--- src/rtl/q2_sequencer_if.sv ---
// Q2 sequencer bus: front-panel controls and opcode bits in, state bits, write strobe and
// status out.
//   master : front panel / opcode register / control decoder side
//   slave  : the sequencer itself
// Optional: Q2_SEQ_INSTR_COUNT_EN adds the 16-bit instr_count output.
interface q2_sequencer_if;
    logic run;
    logic step;
    logic op2;
    logic op3;
    logic op4;
    logic op5;
    logic s0;
    logic s1;
    logic s2;
    logic s3;
    logic ws;
    logic halted;
    logic instr_done;
`ifdef Q2_SEQ_INSTR_COUNT_EN
    logic [15:0] instr_count;

    modport master (
        output run, step, op2, op3, op4, op5,
        input  s0, s1, s2, s3, ws, halted, instr_done, instr_count
    );

    modport slave (
        input  run, step, op2, op3, op4, op5,
        output s0, s1, s2, s3, ws, halted, instr_done, instr_count
    );
`else
    modport master (
        output run, step, op2, op3, op4, op5,
        input  s0, s1, s2, s3, ws, halted, instr_done
    );

    modport slave (
        input  run, step, op2, op3, op4, op5,
        output s0, s1, s2, s3, ws, halted, instr_done
    );
`endif
endinterface

--- src/rtl/q2_sequencer.sv ---
// Timing and state sequencer for the Q2 CPU. Steps each instruction through FETCH, DEREF,
// LOAD, EXEC and the bit-serial ALU states, emitting state bits s0..s3 and a one-clock write
// strobe per active state. Front-panel run/step park the machine at FETCH phase 0.
// Ports:
//   clk   : system clock
//   rst_n : asynchronous active-low reset
//   bus   : q2_sequencer_if.slave
//           in : run, step (asynchronous, synchronised here), op2..op5 (opcode register)
//           out: s0..s3, ws (registered), halted, instr_done (one-clk pulse on FETCH entry)
// Optional: define Q2_SEQ_INSTR_COUNT_EN to add the wrapping 16-bit instr_count output.
module q2_sequencer #(
    parameter int unsigned ALU_STEPS     = 8,  // 1..12
    parameter int unsigned SETTLE_CYCLES = 1   // 1..7
) (
    input  logic           clk,
    input  logic           rst_n,
    q2_sequencer_if.slave  bus
);

    typedef enum logic [2:0] {
        StFetch = 3'd0,
        StDeref = 3'd1,
        StLoad  = 3'd2,
        StExec  = 3'd3,
        StAlu   = 3'd4
    } state_e;

    localparam logic [2:0] SettleMax = 3'(SETTLE_CYCLES);
    localparam logic [3:0] AluLast   = 4'(ALU_STEPS - 1);

    state_e     state_q, state_d;
    logic [3:0] alu_q, alu_d;
    logic [2:0] phase_q, phase_d;
    logic [3:0] s_q, s_d;
    logic       ws_q, ws_d;
    logic       done_q, done_d;
    logic       step_pend_q, step_pend_d;
    logic       run_meta_q, run_sync_q;
    logic       step_meta_q, step_sync_q, step_prev_q;

    logic go, parked, halted, step_edge, active, advance;

    assign go        = run_sync_q | step_pend_q;
    assign parked    = (state_q == StFetch) && (phase_q == 3'd0);
    assign halted    = parked & ~go;
    assign step_edge = step_sync_q & ~step_prev_q;

    always_ff @(posedge clk or negedge rst_n) begin
        if (!rst_n) begin
            run_meta_q  <= 1'b0;
            run_sync_q  <= 1'b0;
            step_meta_q <= 1'b0;
            step_sync_q <= 1'b0;
            step_prev_q <= 1'b0;
        end else begin
            run_meta_q  <= bus.run;
            run_sync_q  <= run_meta_q;
            step_meta_q <= bus.step;
            step_sync_q <= step_meta_q;
            step_prev_q <= step_sync_q;
        end
    end

    always_ff @(posedge clk or negedge rst_n) begin
        if (!rst_n) begin
            state_q     <= StFetch;
            alu_q       <= 4'd0;
            phase_q     <= 3'd0;
            s_q         <= 4'd0;
            ws_q        <= 1'b0;
            done_q      <= 1'b0;
            step_pend_q <= 1'b0;
        end else begin
            state_q     <= state_d;
            alu_q       <= alu_d;
            phase_q     <= phase_d;
            s_q         <= s_d;
            ws_q        <= ws_d;
            done_q      <= done_d;
            step_pend_q <= step_pend_d;
        end
    end

    always_comb begin
        state_d     = state_q;
        alu_d       = alu_q;
        phase_d     = phase_q;
        done_d      = 1'b0;
        advance     = 1'b0;
        step_pend_d = step_pend_q;

        case (state_q)
            StDeref: active = bus.op2;
            StLoad:  active = ~bus.op5;
            default: active = 1'b1;
        endcase

        // A pending step is consumed by any departure from FETCH phase 0, so a step
        // captured just before run came on cannot leak into a later halt.
        if (parked && go) begin
            step_pend_d = 1'b0;
        end else if (step_edge && halted) begin
            step_pend_d = 1'b1;
        end

        // Skip decision is taken only at phase 0 so a late op change cannot cut an active
        // state short.
        if (halted) begin
            phase_d = 3'd0;
        end else if (((phase_q == 3'd0) && !active) || (phase_q == SettleMax)) begin
            advance = 1'b1;
        end else begin
            phase_d = phase_q + 3'd1;
        end

        if (advance) begin
            phase_d = 3'd0;
            case (state_q)
                StFetch: state_d = StDeref;
                StDeref: state_d = StLoad;
                StLoad:  state_d = StExec;
                StExec: begin
                    if ((~bus.op3 & ~bus.op4) | ~bus.op5) begin
                        state_d = StAlu;
                        alu_d   = 4'd0;
                    end else begin
                        state_d = StFetch;
                        done_d  = 1'b1;
                    end
                end
                StAlu: begin
                    if (alu_q == AluLast) begin
                        state_d = StFetch;
                        alu_d   = 4'd0;
                        done_d  = 1'b1;
                    end else begin
                        alu_d = alu_q + 4'd1;
                    end
                end
                default: state_d = StFetch;
            endcase
        end

        // ws and s are precomputed from next state so the outputs come straight from flops.
        ws_d = (phase_d == SettleMax);
        if (state_d == StAlu) begin
            s_d = 4'd4 + alu_d;
        end else begin
            s_d = {1'b0, state_d};
        end
    end

`ifdef Q2_SEQ_INSTR_COUNT_EN
    logic [15:0] count_q;

    always_ff @(posedge clk or negedge rst_n) begin
        if (!rst_n) begin
            count_q <= 16'd0;
        end else if (done_d) begin
            count_q <= count_q + 16'd1;
        end
    end

    assign bus.instr_count = count_q;
`endif

    assign bus.s0         = s_q[0];
    assign bus.s1         = s_q[1];
    assign bus.s2         = s_q[2];
    assign bus.s3         = s_q[3];
    assign bus.ws         = ws_q;
    assign bus.halted     = halted;
    assign bus.instr_done = done_q;

endmodule

--- src/flat_wrapper.sv ---
// flat-port wrapper written by rule: the top's interface ports become plain ports
module q2_sequencer_flat 
#(
    parameter int unsigned ALU_STEPS     = 8,          
    parameter int unsigned SETTLE_CYCLES = 1          
)
  (clk, rst_n, bus_run, bus_step, bus_op2, bus_op3, bus_op4, bus_op5, bus_s0, bus_s1, bus_s2, bus_s3, bus_ws, bus_halted, bus_instr_done);
  q2_sequencer_if bus_i ();
  input  logic clk;
  input  logic rst_n;
  input wire logic [$bits(bus_i.run)-1:0] bus_run;
  input wire logic [$bits(bus_i.step)-1:0] bus_step;
  input wire logic [$bits(bus_i.op2)-1:0] bus_op2;
  input wire logic [$bits(bus_i.op3)-1:0] bus_op3;
  input wire logic [$bits(bus_i.op4)-1:0] bus_op4;
  input wire logic [$bits(bus_i.op5)-1:0] bus_op5;
  output wire logic [$bits(bus_i.s0)-1:0] bus_s0;
  output wire logic [$bits(bus_i.s1)-1:0] bus_s1;
  output wire logic [$bits(bus_i.s2)-1:0] bus_s2;
  output wire logic [$bits(bus_i.s3)-1:0] bus_s3;
  output wire logic [$bits(bus_i.ws)-1:0] bus_ws;
  output wire logic [$bits(bus_i.halted)-1:0] bus_halted;
  output wire logic [$bits(bus_i.instr_done)-1:0] bus_instr_done;
  assign bus_i.run = bus_run;
  assign bus_i.step = bus_step;
  assign bus_i.op2 = bus_op2;
  assign bus_i.op3 = bus_op3;
  assign bus_i.op4 = bus_op4;
  assign bus_i.op5 = bus_op5;
  assign bus_s0 = bus_i.s0;
  assign bus_s1 = bus_i.s1;
  assign bus_s2 = bus_i.s2;
  assign bus_s3 = bus_i.s3;
  assign bus_ws = bus_i.ws;
  assign bus_halted = bus_i.halted;
  assign bus_instr_done = bus_i.instr_done;
  q2_sequencer #(.ALU_STEPS(ALU_STEPS), .SETTLE_CYCLES(SETTLE_CYCLES)) u_core (.clk(clk), .rst_n(rst_n), .bus(bus_i));
endmodule
--- config.mk ---
export PLATFORM = sky130hd
export DESIGN_NAME = q2_sequencer_flat
export DESIGN_NICKNAME = d
export VERILOG_FILES = /design/src/rtl/q2_sequencer_if.sv /design/src/rtl/q2_sequencer.sv /design/src/flat_wrapper.sv
export SDC_FILE = /design/constraint.sdc
export NUM_CORES = 1
export LEC_CHECK = 0
export ABC_AREA = 1
export BUFFER_PORTS_ARGS = -buffer_cell sky130_fd_sc_hd__buf_2
export CORE_UTILIZATION = 23
export CTS_CLUSTER_SIZE = 24
export DETAILED_ROUTE_END_ITERATION = 6
export GPL_ROUTABILITY_DRIVEN = 0
export GPL_TIMING_DRIVEN = 1
export PLACE_DENSITY_LB_ADDON = 0.05
export SKIP_CTS_REPAIR_TIMING = 1
export SLEW_MARGIN = 10
export SYNTH_ARGS = -nofsm -noshare
export SYNTH_HDL_FRONTEND = slang
export SYNTH_SLANG_ARGS = --single-unit
--- constraint.sdc ---
create_clock -name clk -period 2.4 [get_ports clk]
set_input_delay 0.24 -clock clk [delete_from_list [all_inputs] [get_ports clk]]
set_output_delay 0.24 -clock clk [all_outputs]
set_load 0.02 [all_outputs]
# After elaboration in Yosys (flattened, before gate mapping)
# Index checks and enable logic that the tools add are counted.
# word_totals
reg_bits	22
inputBits	8
output_inout_bits	7
# classes
eq_ne	8
n_addsub	3
n_mux	21
reduce_logical	9
bitwise	10
# op_table
op	n
two-way mux 3 bit	6
two-way mux 4 bit	4
case mux 3 bit (5 select lines)	1
== test 3 x 1 -> 1 bit (second input constant)	3
case mux 4 bit (2 select lines)	1
two-way mux 1 bit	7
== test 3 x 2 -> 1 bit (second input constant)	2
== test 3 bit (second input constant)	2
zero test 3 bit	2
inverter 1 bit	5
adder 3 x 4 -> 4 bit (first input constant)	1
adder 4 x 1 -> 4 bit (second input constant)	1
== test 4 x 3 -> 1 bit (second input constant)	1
logical AND 1 bit	4
case mux 1 bit (2 select lines)	2
adder 3 x 1 -> 3 bit (second input constant)	1
bitwise AND 1 bit	3
bitwise OR 1 bit	2
nonzero test 2 bit	1
zero test 1 bit	1
logical OR 1 bit	1

# Depth between registers and ports, before layout
# Gate-level depths: netlist of run 1.
# depth
ltp_word	10
depth_mapped	14

# Least setup slack after synthesis of run 1
# OpenSTA, ideal clock, no wires.
# synth_path
kind	register to register
start	register u_core.phase_q[0]
end	register u_core.s_q[2]
path_stages_with_launch	13
setup_time_ps	119
setup_slack_ps	723
t_arrival_ps	1558
n_path_buf	0
cell_sequence	dfrtp_1 -> inv_1 -> ha_1 -> inv_1 -> nor2_1 -> nand2_1 -> nor2_2 -> nand3_4 -> nand2_4 -> nand2_1 -> nand2_2 -> nand2_1 -> o21a_1
# synth_via
elab_chain_cells	8
word_cells_on_any_way	13
cone_classes	add/sub: 1; eq/ne: 2; mux: 5; bitwise: 1; reduce/logical: 4
# synth_lines
element	line	source
from (decl)	q2_sequencer.sv:33	logic [2:0] phase_q, phase_d;
from (signal assigned)	q2_sequencer.sv:76	phase_q <= phase_d;
zero test 3 bit	q2_sequencer.sv:44, q2_sequencer.sv:110	
logical AND 1 bit	q2_sequencer.sv:110	end else if (((phase_q == 3'd0) && !active) || (phase_q == SettleMax)) begin
logical OR 1 bit	q2_sequencer.sv:110	
two-way mux 1 bit	q2_sequencer.sv:110	
two-way mux 1 bit (*)	q2_sequencer.sv:108	if (halted) begin
two-way mux 4 bit / two-way mux 3 bit (equally long branches)	q2_sequencer.sv:116	if (advance) begin
adder 3 x 4 -> 4 bit / == test 3 bit (equally long branches)	q2_sequencer.sv:147, q2_sequencer.sv:146	
two-way mux 4 bit (*)	q2_sequencer.sv:146	if (state_d == StAlu) begin
via u_core.s_d[2]	q2_sequencer.sv:34	logic [3:0] s_q, s_d;
to (signal assigned)	q2_sequencer.sv:69	s_q <= 4'd0;
to (signal assigned)	q2_sequencer.sv:77	s_q <= s_d;
to (decl)	q2_sequencer.sv:34	
# The timed path passes the listed nets; every way through them passes the cells marked *.
# A chain may end at the register's enable or synchronous reset.

# Worst setup path in the final report of run 1
# layout_path
start	register u_core.phase_q[0]
end	output bus_halted
# layout_via
elab_chain_cells	3
# layout_lines
element	line	source
zero test 3 bit	q2_sequencer.sv:44	assign parked = (state_q == StFetch) && (phase_q == 3'd0);
logical AND 1 bit	q2_sequencer.sv:44	
bitwise AND 1 bit	q2_sequencer.sv:45	assign halted = parked & ~go;
to (decl)	flat_wrapper.sv:22	output wire logic [$bits(bus_i.halted)-1:0] bus_halted;
# Every way passes these cells.

==> flow_summary.json, run 1 <==
{
  "status": "complete, no violations",
  "antenna_found_initial": 0,
  "firstDrtPassIters": 4,
  "critPathLaunchType": "register",
  "htreeDepth": 1,
  "arrival_ns": 1.84,
  "area_delta_synth_final_pct": 19.4,
  "core_area_sq_um": 4790,
  "instances_no_fill": 226,
  "r2r_start": "u_core.phase_q[0]",
  "die_x_um": 72.8,
  "drv_slew": 0,
  "yosysMostFrequentCell": "nand2_1",
  "overflow": 0,
  "clk_pin_slew_ns": 0.08,
  "period_needed_ns": 2.08,
  "cts_made_buffers": 3,
  "synth-edff-count": 0,
  "rsz0062_at_grt": "false",
  "ant_nets": 0,
  "ys_ff_latch": 22,
  "clock_path_buffers": 2,
  "wl_per_cell_um": 10.9,
  "yosys_warnings": 0,
  "crit_family": "simple AND/OR/NAND/NOR gates",
  "rows": 25,
  "hold_start": "bus_run",
  "syn_avg_cell_area_sq_um": 8.17,
  "synthCells": 141,
  "diodes": 0,
  "synth_area_leaders": "dfrtp_1 48%, nand2_1 10%, nand3_1 9.1%, inv_1 7.5%, ha_1 4.3%",
  "fin_crit_sh_pct": 86.7,
  "worstHoldEndpoint": "u_core.run_meta_q",
  "p_leak_nw": 0.734,
  "power_density_nw_per_um2": 1260,
  "grt_max_degree": 23,
  "worst_pin_slew_ns": 0.489,
  "multi_input_area_sq_um": 500,
  "drt-initial-drc-count": 30,
  "path_buf_inv": 4,
  "ys_types": 20,
  "fin_tns_setup_ns": 0,
  "hold_violations": 0,
  "cp_max_fo": 10,
  "final_nets": 172,
  "synth_ff_type": "dfrtp_1",
  "ios": 15,
  "timing.rr.end": "u_core.s_q[2]",
  "pre_cts_slack_ns": 0.529,
  "crit_top_cell": "inv_1",
  "hold_path_class": "in2reg",
  "via_per_inst": 4.15,
  "ff_latch_area_sq_um": 551,
  "place.port_buffers": 14,
  "netlist.area_leader.share_pct": 47.8,
  "grt_pass1_vias": 933,
  "irDropWorstVdd_mv": 0.364,
  "nFillCells": 523,
  "vias": 937,
  "cts_tree": "done",
  "end_kind": "primary output",
  "synth_async_sr_flop_share_pct": 100,
  "grt_pass1_wl_um": 4440,
  "crit_type": "reg2out",
  "dp_cells": 221,
  "drive_gt1_share_pct": 18.9,
  "slowest_stage": "dfrtp_1",
  "cap_violations": 0,
  "wl_um": 2470,
  "drc": 0,
  "critical_path.cell_chain": "inv_1 > ha_1 > inv_1 > nor2_1 > nand2_1 > nor2_2 > nand3_4 > inv_1 > buf_2",
  "syn_area_sq_um": 1150,
  "worst_slack_ns": 0.319,
  "place_hpwl_um": 1850,
  "clock-sinks": 22,
  "critPathRequiredTime_ns": 2.16,
  "clk_latency_ns": 0.27,
  "syn-num-nets": 153,
  "fp.dieArea_sq_um": 5300,
  "reg2regPathDepth": 12,
  "worst_clock_skew_ns": 0.00362,
  "critical_path.max_stage_delay_ns": 0.41,
  "yosysTopAreaCell": "dfrtp_1",
  "seq_area_frac_synth_pct": 47.8,
  "dieHeight_um": 72.8,
  "setup_violations": 0,
  "relSlewSlack_pct": 67.4,
  "worst-r2r-setup-slack_ns": 0.54,
  "holdPathStages": 1,
  "fmax_mhz": 481,
  "cts_root_buffer": "clkbuf_8",
  "initial_core_util_pct": 24.1,
  "grt_usage_pct": 11.0,
  "synth_common_cells": "32 x nand2_1, 23 x inv_1, 22 x dfrtp_1, 21 x nand3_1, 12 x nor2_1"
}
==> sequential cells by signal, indices dropped and copies added, names as in the netlist, 3 cells and up <==
name	count
u_core.state_q	3
u_core.s_q	4
u_core.alu_q	4
u_core.phase_q	3
==> kinds of logic after synthesis <==
| family | Yosys count | share of synthesized area (%) |
|---|---|---|
| compound gates | 6 | 2.93 |
| xor+xnor | 1 | 0.760 |
| fa+ha+maj | 4 | 4.34 |
| buf+inv | 25 | 8.79 |
| flops | 22 | 47.8 |
| simple gates | 83 | 35.4 |
==> area by class of cell <==
type / count / area share, %
tap: 67 / 6.09
sequential: 22 / 40.0
timing repair buffer: 15 / 5.82
clock buffer: 3 / 3.00
inverter: 24 / 6.55
clock inverter: 1 / 2.18
multi-input combinational: 94 / 36.4
==> cells in the final DEF (no fill, tap or decap) <==
cell type	instances
nand3b_1	1
nand3_1	21
ha_1	4
nand3_4	1
buf_2	14
clkbuf_8	3
bufinv_16	1
nand2_4	2
nand4_1	5
inv_2	1
dlygate4sd3_1	1
xor2_1	1
o21ai_0	4
nor3_1	1
nand2_2	4
nand2_1	32
nor2_2	3
nor2_1	12
inv_1	23
dfrtp_1	22
o22ai_1	1
o21a_1	1
nand3_2	1
==> worst reg2reg max path, stage by stage (launching register included) <==
cell and delay (ns):
dfrtp_1 0.41, inv_1 0.09, ha_1 0.14, inv_1 0.04, nor2_1 0.14, nand2_1 0.08, nor2_2 0.15, nand3_4 0.16
nand2_4 0.15, nand2_1 0.08, nand2_2 0.11, nand2_1 0.06, o21a_1 0.16
==> metrics by stage <==
stage | power [mW] | util, % | hold slack [ns] | area (sq um)
global placement | 1.42 | 27.1 | 0.235 | 1290
finish | 1.74 | 28.8 | 0.0720 | 1380
detailed placement | 1.39 | 27.1 | 0.248 | 1290
global route | 1.93 | 28.8 | 0.0520 | 1380
floorplan | 1.22 | - | -0.0556 | 1150
CTS | 1.76 | 28.5 | -0.0563 | 1370
==> per-layer routing <==
metal  vias to the layer above  track usage (%)  routed length [um]
met1                       423             15.4                1260
met5                         -                0                   0
li1                        481                -                   -
met3                         4             2.49                 105
met2                        29             16.4                1070
met4                         0             4.58                  36
==> worst max-delay path by stage <==
| stage | start | to | depth (start not counted) |
|---|---|---|---|
| 3_3_place_gp | u_core.phase_q[0] | u_core.s_q[2] | 12 |
| 6_report | u_core.phase_q[0] | bus_halted | 9 |
| 3_5_place_dp | u_core.phase_q[0] | u_core.s_q[2] | 12 |
| 5_1_grt | u_core.phase_q[0] | bus_halted | 9 |
| 4_1_cts | u_core.phase_q[0] | bus_halted | 9 |
| 2_1_floorplan | u_core.phase_q[0] | u_core.s_q[2] | 12 |
==> report_power, final <==
| part | switching [mW] | internal [mW] | total (mW) |
|---|---|---|---|
| logic | 0.540 | 0.257 | 0.797 |
| registers | 0.103 | 0.485 | 0.588 |
| clock network | 0.129 | 0.223 | 0.352 |
(Power assumes the default switching activity.)
==> run 2: changes to the inputs <==
--- a/config.mk
+++ b/config.mk
@@ -7,6 +7,7 @@
 export LEC_CHECK = 0
 export ABC_AREA = 1
 export BUFFER_PORTS_ARGS = -buffer_cell sky130_fd_sc_hd__buf_2
+export CORE_ASPECT_RATIO = 1.4
 export CORE_UTILIZATION = 23
 export CTS_CLUSTER_SIZE = 24
 export DETAILED_ROUTE_END_ITERATION = 6
==> flow_summary.json, run 2 (synthesized netlist as in run 1, its figures left out) <==
{
  "status": "complete, no violations",
  "cap_violations": 0,
  "fmax_mhz": 475,
  "switching_share_pct": 44.8,
  "power_density_nw_per_um2": 1270,
  "vias": 942,
  "rows": 30,
  "grt_usage_pct": 11.7,
  "diodes": 0,
  "pwr-share-clk_pct": 20.4,
  "hold_start": "bus_run",
  "p_leak_nw": 0.734,
  "holdPathStages": 1,
  "cp_max_fo": 10,
  "end_kind": "primary output",
  "final_nets": 172,
  "instances_no_fill": 223,
  "cts_made_buffers": 3,
  "overflow": 0,
  "fin_tns_setup_ns": 0,
  "power.switching_uw": 782,
  "drive_gt1_share_pct": 18.9,
  "dp_cells": 218,
  "antenna_found_initial": 0,
  "arrival_ns": 1.86,
  "critPathLaunchType": "register",
  "ios": 15,
  "final_common_cell": "nand2_1",
  "critPathRequiredTime_ns": 2.16,
  "place.port_buffers": 14,
  "cts_root_buffer": "clkbuf_8",
  "dieHeight_um": 85.8,
  "fp.dieArea_sq_um": 5300,
  "hold_violations": 0,
  "place_hpwl_um": 1920,
  "r2r_start": "u_core.phase_q[0]",
  "worst_pin_slew_ns": 0.501,
  "drt-initial-drc-count": 32,
  "irDropWorstVdd_mv": 0.427,
  "worstHoldEndpoint": "u_core.run_meta_q",
  "clock_path_buffers": 2,
  "intPower_uw": 965,
  "wl_um": 2570,
  "grt_pass1_wl_um": 4560,
  "wl_per_cell_um": 11.5,
  "grt_max_degree": 23,
  "layout_common_cells": "32 x nand2_1, 23 x inv_1, 22 x dfrtp_1",
  "initial_core_util_pct": 23.8,
  "clk_latency_ns": 0.27,
  "via_per_inst": 4.22,
  "worst_clock_skew_ns": 0.00486,
  "rsz0062_at_grt": "false",
  "core_area_sq_um": 4840,
  "clk_pin_slew_ns": 0.09,
  "firstDrtPassIters": 4,
  "relSlewSlack_pct": 66.6,
  "combPwrFrac_pct": 46.0,
  "hold_path_class": "in2reg",
  "htreeDepth": 1,
  "crit_type": "reg2out",
  "clock-sinks": 22,
  "setup_violations": 0,
  "drc": 0,
  "die_x_um": 61.8,
  "seqPwrFrac_pct": 33.5,
  "area_delta_synth_final_pct": 19.1,
  "grt_pass1_vias": 958,
  "reg2regPathDepth": 12,
  "worst-r2r-setup-slack_ns": 0.54,
  "reg_top3": "u_core.alu_q: 4 flops, u_core.s_q: 4 flops",
  "cts_tree": "done",
  "fin_crit_sh_pct": 87.7,
  "drv_slew": 0,
  "period_needed_ns": 2.10,
  "ant_nets": 0,
  "timing.rr.end": "u_core.s_q[2]"
}
## run 2: cell counts in the layout (fill, tap and decap cells not counted)
Identical to the previous run, type by type.
## run 2: metrics by stage
| stage | utilization (%) | setup slack [ns] | hold WS [ns] | power [mW] | instance area, sq um |
|---|---|---|---|---|---|
| 3_5_place_dp | 26.7 | 0.519 | 0.251 | 1.40 | 1290 |
| 2_1_floorplan | - | 0.723 | -0.0556 | 1.22 | 1150 |
| 4_1_cts | 28.1 | 0.255 | -0.0494 | 1.77 | 1360 |
| 3_3_place_gp | 26.7 | 0.582 | 0.240 | 1.41 | 1290 |
| 6_report | 28.3 | 0.296 | 0.0681 | 1.75 | 1370 |
| 5_1_grt | 28.3 | 0.0733 | 0.0558 | 1.92 | 1370 |
## run 2: layer usage
layer	up-vias	global-route usage (%)	wire length [um]
li1	481	-	-
met1	440	14.7	1170
met2	16	19.4	1290
met3	5	1.81	66
met4	0	4.85	46
met5	-	0	0
## run 2: worst max path at each step
stage	end	startpoint	cells after the start
2_1_floorplan	u_core.s_q[2]	u_core.phase_q[0]	12
3_3_place_gp	u_core.s_q[2]	u_core.phase_q[0]	12
3_5_place_dp	u_core.s_q[2]	u_core.phase_q[0]	12
4_1_cts	bus_halted	u_core.phase_q[0]	9
5_1_grt	bus_halted	u_core.phase_q[0]	9
6_report	bus_halted	u_core.phase_q[0]	9
## run 2: power groups by stage
stage | logic (mW) | clock network, mW | registers [mW]
after detailed placement | 0.811 | 0 | 0.592
final | 0.804 | 0.357 | 0.586
after global routing | 0.938 | 0.377 | 0.607
after CTS | 0.817 | 0.366 | 0.587
after global placement | 0.816 | 0 | 0.593
after floorplan | 0.609 | 0 | 0.610
## run 2: worst max-delay path, cell delays in order (launching register included)
cell and delay (ns):
dfrtp_1 0.41, inv_1 0.08, ha_1 0.14, inv_1 0.04, nor2_1 0.14, nand2_1 0.08, nor2_2 0.14, nand3_4 0.16
inv_1 0.19, buf_2 0.20
## run 2: layout make-up
class                   instances  area (sq um)
clock buffers                   3          41.3
clock inverters                 1          30.0
fillers                       538          3470
inverters                      24          90.1
multi-input cells              94           500
flip-flops and latches         22           551
well taps                      64          80.1
repair buffers                 15          80.1
